## src/rtl/divider_core.sv

```systemverilog
// Iterative signed restoring divider: one quotient bit per clock, sign fix-up at the end.
// Define DIVIDER_REMAINDER_EN to add the signed data_remainder output.
module divider_core #(
    parameter int WIDTH = 32,
    parameter int CNT_W = $clog2(WIDTH)
) (
    input  logic             clock,
    input  logic             reset,
    input  logic             ctrl_div,
    input  logic [WIDTH-1:0] data_operandA,
    input  logic [WIDTH-1:0] data_operandB,
    output logic [WIDTH-1:0] data_result,
    output logic             data_exception,
    output logic             data_resultRDY,
`ifdef DIVIDER_REMAINDER_EN
    output logic [WIDTH-1:0] data_remainder,
`endif
    output logic             busy
);

    typedef enum logic [1:0] {StIdle, StRun, StFix, StDone} state_e;

    state_e             state_q;
    logic [CNT_W-1:0]   cnt_q;
    logic [WIDTH-1:0]   quo_q;
    logic [WIDTH-1:0]   rem_q;
    logic [WIDTH-1:0]   div_q;
    logic               sign_a_q;
    logic               sign_b_q;
    logic               zero_pend_q;
    logic [WIDTH-1:0]   result_q;
    logic               exc_q;
`ifdef DIVIDER_REMAINDER_EN
    logic [WIDTH-1:0]   remainder_q;
`endif

    // Negation in WIDTH bits is exact as an unsigned magnitude, MIN_INT included.
    logic [WIDTH-1:0] a_mag;
    logic [WIDTH-1:0] b_mag;
    assign a_mag = data_operandA[WIDTH-1] ? (WIDTH'(0) - data_operandA) : data_operandA;
    assign b_mag = data_operandB[WIDTH-1] ? (WIDTH'(0) - data_operandB) : data_operandB;

    // Partial remainder stays below the divisor, so the shifted value fits WIDTH+1 bits.
    logic [WIDTH:0] shifted;
    logic [WIDTH:0] trial;
    assign shifted = {rem_q, quo_q[WIDTH-1]};
    assign trial   = shifted - {1'b0, div_q};

    always_ff @(posedge clock or negedge reset) begin
        if (!reset) begin
            state_q     <= StIdle;
            cnt_q       <= '0;
            quo_q       <= '0;
            rem_q       <= '0;
            div_q       <= '0;
            sign_a_q    <= 1'b0;
            sign_b_q    <= 1'b0;
            zero_pend_q <= 1'b0;
            result_q    <= '0;
            exc_q       <= 1'b0;
`ifdef DIVIDER_REMAINDER_EN
            remainder_q <= '0;
`endif
        end else if (ctrl_div) begin
            // A start pulse in any state aborts the current operation.
            sign_a_q <= data_operandA[WIDTH-1];
            sign_b_q <= data_operandB[WIDTH-1];
            quo_q    <= a_mag;
            div_q    <= b_mag;
            rem_q    <= '0;
            cnt_q    <= '0;
            if (data_operandB == '0) begin
                zero_pend_q <= 1'b1;
                state_q     <= StIdle;
            end else begin
                zero_pend_q <= 1'b0;
                state_q     <= StRun;
            end
        end else begin
            unique case (state_q)
                StIdle: begin
                    if (zero_pend_q) begin
                        zero_pend_q <= 1'b0;
                        result_q    <= '0;
                        exc_q       <= 1'b1;
`ifdef DIVIDER_REMAINDER_EN
                        remainder_q <= '0;
`endif
                        state_q     <= StDone;
                    end
                end
                StRun: begin
                    if (trial[WIDTH]) begin
                        rem_q <= shifted[WIDTH-1:0];
                    end else begin
                        rem_q <= trial[WIDTH-1:0];
                    end
                    quo_q <= {quo_q[WIDTH-2:0], ~trial[WIDTH]};
                    cnt_q <= cnt_q + CNT_W'(1);
                    if (cnt_q == CNT_W'(WIDTH - 1)) begin
                        state_q <= StFix;
                    end
                end
                StFix: begin
                    result_q <= (sign_a_q ^ sign_b_q) ? -quo_q : quo_q;
                    exc_q    <= 1'b0;
`ifdef DIVIDER_REMAINDER_EN
                    remainder_q <= sign_a_q ? -rem_q : rem_q;
`endif
                    state_q  <= StDone;
                end
                StDone: begin
                    state_q <= StIdle;
                end
                default: begin
                    state_q <= StIdle;
                end
            endcase
        end
    end

    assign data_result    = result_q;
    assign data_exception = exc_q;
    assign data_resultRDY = (state_q == StDone);
    assign busy           = (state_q == StRun) || (state_q == StFix);
`ifdef DIVIDER_REMAINDER_EN
    assign data_remainder = remainder_q;
`endif

endmodule

```

## config.mk

```make
export PLATFORM = sky130hd
export DESIGN_NAME = divider_core
export DESIGN_NICKNAME = d
export VERILOG_FILES = /design/src/rtl/divider_core.sv
export SDC_FILE = /design/constraint.sdc
export NUM_CORES = 1
export LEC_CHECK = 0
export CORE_ASPECT_RATIO = 1.2
export CORE_MARGIN = 5
export CORE_UTILIZATION = 55
export CTS_BUF_LIST = sky130_fd_sc_hd__clkbuf_8
export DETAILED_ROUTE_END_ITERATION = 10
export GPL_TIMING_DRIVEN = 0
export PLACE_DENSITY = 0.85
export SLEW_MARGIN = 10
export SYNTH_ARGS = -nofsm -noshare
export SYNTH_HDL_FRONTEND = slang
export SYNTH_SLANG_ARGS = --single-unit
```

## constraint.sdc

```tcl
create_clock -name clock -period 6.3 [get_ports clock]
set_input_delay 0.945 -clock clock [delete_from_list [all_inputs] [get_ports clock]]
set_output_delay 0.945 -clock clock [all_outputs]
set_load 0.02 [all_outputs]
```

# After elaboration in Yosys (flattened, before gate mapping)
# Cells that the tools add are included.
[word_totals] mem_bits_rw=0 output_inout_bits=35 memories=0 in_bits=67 latchBits=0 elab_cells=55 rom_bits=0 register_bits=139
[classes] div=0 magnitude_cmp=0 muxes=22 n_eq_ne=7 n_bitwise=3 n_mul=0 n_shift=0 n_reduce_logical=8 n_addsub=5
[op_table] cell="32-bit 2-to-1 mux" n=9
[op_table] cell="32-bit case mux with 2 select lines" n=1
[op_table] cell="1-bit by 32-bit subtractor with 32-bit output (first input constant)" n=2
[op_table] cell="33-bit by 32-bit subtractor with 33-bit output" n=1
[op_table] cell="32-bit zero test" n=1
[op_table] cell="32-bit negation" n=1
[op_table] cell="5-bit 2-to-1 mux" n=2
[op_table] cell="2-bit case mux with 4 select lines" n=1
[op_table] cell="2-bit 2-to-1 mux" n=3
[op_table] cell="3-bit != test (second input constant)" n=2
[op_table] cell="2-bit nonzero test" n=3
[op_table] cell="5-bit by 1-bit adder with 5-bit output (second input constant)" n=1
[op_table] cell="5-bit == test (second input constant)" n=1
[op_table] cell="1-bit 2-to-1 mux" n=5
[op_table] cell="2-bit == test (second input constant)" n=2
[op_table] cell="3-bit AND reduction" n=1
[op_table] cell="2-bit by 1-bit == test with 1-bit output (second input constant)" n=1
[op_table] cell="2-bit zero test" n=1
[op_table] cell="2-bit != test (second input constant)" n=1
[op_table] cell="1-bit inverter" n=2
[op_table] cell="1-bit case mux with 2 select lines" n=1
[op_table] cell="2-bit AND reduction" n=1
[op_table] cell="1-bit logical OR" n=1
[op_table] cell="1-bit XOR" n=1

# Logic depth before layout (Yosys ltp)
[depth] word_depth=4 ltp_mapped=14 depth_no_buf=13

# Worst setup path after synthesis
# OpenSTA, ideal clock, no wires.
[synth_timing] kind="input to register" from="input data_operandB[9]" to="register div_q[29]" arrival_time_ps=3521 n_path_buf=0 path_slack_ps=2642 required_ps=6163 path_stages=8 setup_ps=137 path_cell_list="or4_4 > or4_4 > or3_1 > or4_4 > or4_4 > o21ai_2 > xor2_1 > a21oi_1"
[synth_via] elab_chain_len=2
[synth_lines] item="start: declaration" line_no="11" source="input logic [WIDTH-1:0] data_operandB,"
[synth_lines] item="1-bit by 32-bit subtractor with 32-bit output" line_no="41" source="assign b_mag = data_operandB[WIDTH-1] ? (WIDTH'(0) - data_operandB) : data_operandB;"
[synth_lines] item="32-bit 2-to-1 mux" line_no="41"
[synth_lines] item="end signal: assignment" line_no="69" source="div_q <= b_mag;"
[synth_lines] item="end: declaration" line_no="27" source="logic [WIDTH-1:0] div_q;"
# Every way passes these cells.
# A chain may end at the register's enable or synchronous reset.

# Final worst setup path
[layout_timing] from="input data_operandB[1]" to="register div_q[30]"
# The elaborated chain is that of the path after synthesis.

==> results.ini <==
[global_route]
grt_usage = 0.249
grt_start_max_net_pins = 72
antenna_found_initial = 0
overflow = 0
grt_pass1_vias = 8448
grt_pass1_wl_um = 40100

[worst_setup_path]
cp-start-kind = input port
ff2ff_path_depth = 14
cp_data_required_time_ns = 6.61
critPathSlowestCell = or4b_1
crit_arrival_ns = 4.58
cp_cell_sequence = clkdlybuf4s50_1 -> inv_1 -> ha_1 -> or4b_1 -> nand2b_1 -> or3_2 -> or2_2 -> nor3_1 -> nand3_1 -> o31ai_1 -> xor2_1 -> a21oi_1
crit_path_max_fanout = 4
max_stage_delay_ns = 0.54
end_kind = register
worstSetupPathType = input port to register

[worst_hold_path]
holdPathStages = 2
hp-class = register to register

[clock_network]
cts_inserted_buffers = 17
cts_resized = 0
htree_num_levels = 4
ctsRootBufferMaster = clkbuf_8
cts_buffer_depth = 2
hold_buffers = 0
cts_setup_buffers = 0
cts_tree = built
clock-sinks = 139
cts.clk_slew.worst_paths_ns = 0.08
clock_latency_ns = 0.46

[placement]
dp_hpwl_um = 18600
place_ws_ns = 1.71
io_buffer_count = 100
place_area_um2 = 10800
gp_congestion = 0.972

[sta]
worst-slew-pin-transition_ns = 0.809
fin_crit_sh = 0.678
hold_viol = 0
rsz0062_at_grt = no
setup_violations = 0
final_max_slew_viol_count = 0
fin_ws_ns = 2.03
min_period_ns = 4.27
clock_skew_ns = 0.0122
fmaxAchievable_mhz = 234
slew_headroom = 0.461

[floorplanning]
dieHeight_um = 154
chipWidth_um = 130
core_area_um2 = 16900
start_util = 0.560
rows = 52
die_area_um2 = 20000
io_pins = 102

[final_layout]
diodes = 0
fill_cells = 1397
syn2layout_area_growth_pct = 18.3
design_area_um2 = 11200
final_util = 0.663
drive_above_1_share = 0.0422
nets = 1329

[route]
vias = 8469
ant_nets = 0
firstDrtPassIters = 5
wl_met2_um = 12500
drc = 0
wl_per_cell_um = 16.9
avgViaCountPerCell = 5.85
routed_wl_um = 24400
dr_wl_met3_um = 1350
drt_iter0_markers = 603
wl_met1_um = 9640
highest_layer = met4

[run_status]
status = finished, final reports clean

[pwr]
power.density_nw_per_um2 = 388
vdd.ir_drop.worst_uv = 196
p_leak_nw = 5.03

[logic_synthesis]
async_flop_share = 1.00
yosysWarnings = 0
ys_top_cells_by_count = dfrtp_1, nand2_1, o21ai_0, nor2_1, xnor2_1
synth.distinct_cells = 60
synthTopCellsByArea = dfrtp_1, mux2i_1, xnor2_1
synth_fp_nets = 1209
yosysMostFrequentCell = dfrtp_1
avgSynthCellArea_um2 = 8.61
synth-seq-area-share = 0.367
synth_area_um2 = 9470
synth_flop_cell = dfrtp_1
yosysTopAreaCell = dfrtp_1
synth_top_area_frac = 0.367
syn_inst = 1100
synth_edf_count = 0
synth-seq-cells = 139

[flow_run]
max-cap-violations = 0

worst paths after layout:
path	startpoint	end	slack [ns]
worst min register to register	data_result[5]	data_result[5]	0.48
min in group asynchronous	reset	div_q[22]	0.49
worst max register to register	quo_q[31]	rem_q[23]	2.20
worst max-delay path	data_operandB[1]	div_q[30]	2.03
max in group asynchronous	reset	quo_q[20]	5.03
worst min-delay path	data_result[5]	data_result[5]	0.48
cells by family after synthesis:
family | after synthesis | share of synthesized area
and+or+nand+nor | 331 | 0.159
AOI/OAI and AO/OA | 300 | 0.197
DFF | 139 | 0.367
xor gates and xnor gates | 119 | 0.111
buffers and inverters | 105 | 0.0419
muxes | 64 | 0.0681
adders and majority gates | 42 | 0.0563
layout make-up:
class,instances,area (um2),area share
Multi-Input combinational cell,856,5600,0.500
Clock buffer,19,262,0.0233
Buffer,54,205,0.0183
Inverter,51,191,0.0171
Timing Repair Buffer,101,1030,0.0919
Tap cell,216,270,0.0241
Sequential cell,139,3480,0.310
Clock inverter,12,171,0.0153
where the power goes:
group / switching (mW) / total [mW] / internal (mW)
clock: 0.350 / 0.797 / 0.447
combinational: 1.19 / 2.14 / 0.946
sequential: 0.245 / 1.41 / 1.16
metrics by stage:
step,setup TNS [ns],power [mW],hold WS [ns],instances
after CTS,0,4.34,0.488,1448
final,0,4.34,0.479,1448
after floorplan,0,2.86,0.475,1100
after global placement,-154.16,3.46,0.463,1416
after global routing,0,4.65,0.511,1448
after detailed placement,0,3.53,0.470,1417
critical path: cells and delay by family:
family                   cells  cell delay [ns]
AO/OA/AOI/OAI                2             0.39
buffers and inverters        2             0.59
XOR/XNOR                     1             0.17
adder cells (fa/ha/maj)      1             0.19
AND/OR/NAND/NOR              6             2.29
sequential cells by signal (all words and copies together), names as in the netlist:
name	flops
rem_q	32
data_exception	1
state_q	2
quo_q	32
div_q	32
cnt_q	5
data_result	32
zero_pend_q	1
sign_b_q	1
sign_a_q	1
routing by layer:
metal,global-route usage,vias to the layer above
met1,0.291,3995
met2,0.438,270
met5,0,-
met4,0.103,0
li1,-,4138
met3,0.0520,66
cells in the final DEF, fill, tap and decap left out, types with 5 or more instances in the layout:
cell type          n
nand3_1           10
ha_1              41
clkbuf_8          19
nand2_1          127
a21oi_1           61
a211oi_1          27
o22ai_1            5
xnor2_1           63
clkbuf_1          47
nand2b_1           5
o21bai_1           6
o211ai_1           5
o41ai_1           11
or3_1             10
o31ai_1           20
nand4_1            7
inv_1             51
o21ai_0          109
or4_1             12
o21a_1             7
dfrtp_1          139
nor4_1             5
mux2i_1           60
clkdlybuf4s50_1   99
nor2_1           105
nor3_1            20
xor2_1            55
a21o_1            18
a31oi_1            8
and3_1             5
buf_1              5
Power figures use the tool's default switching activity.
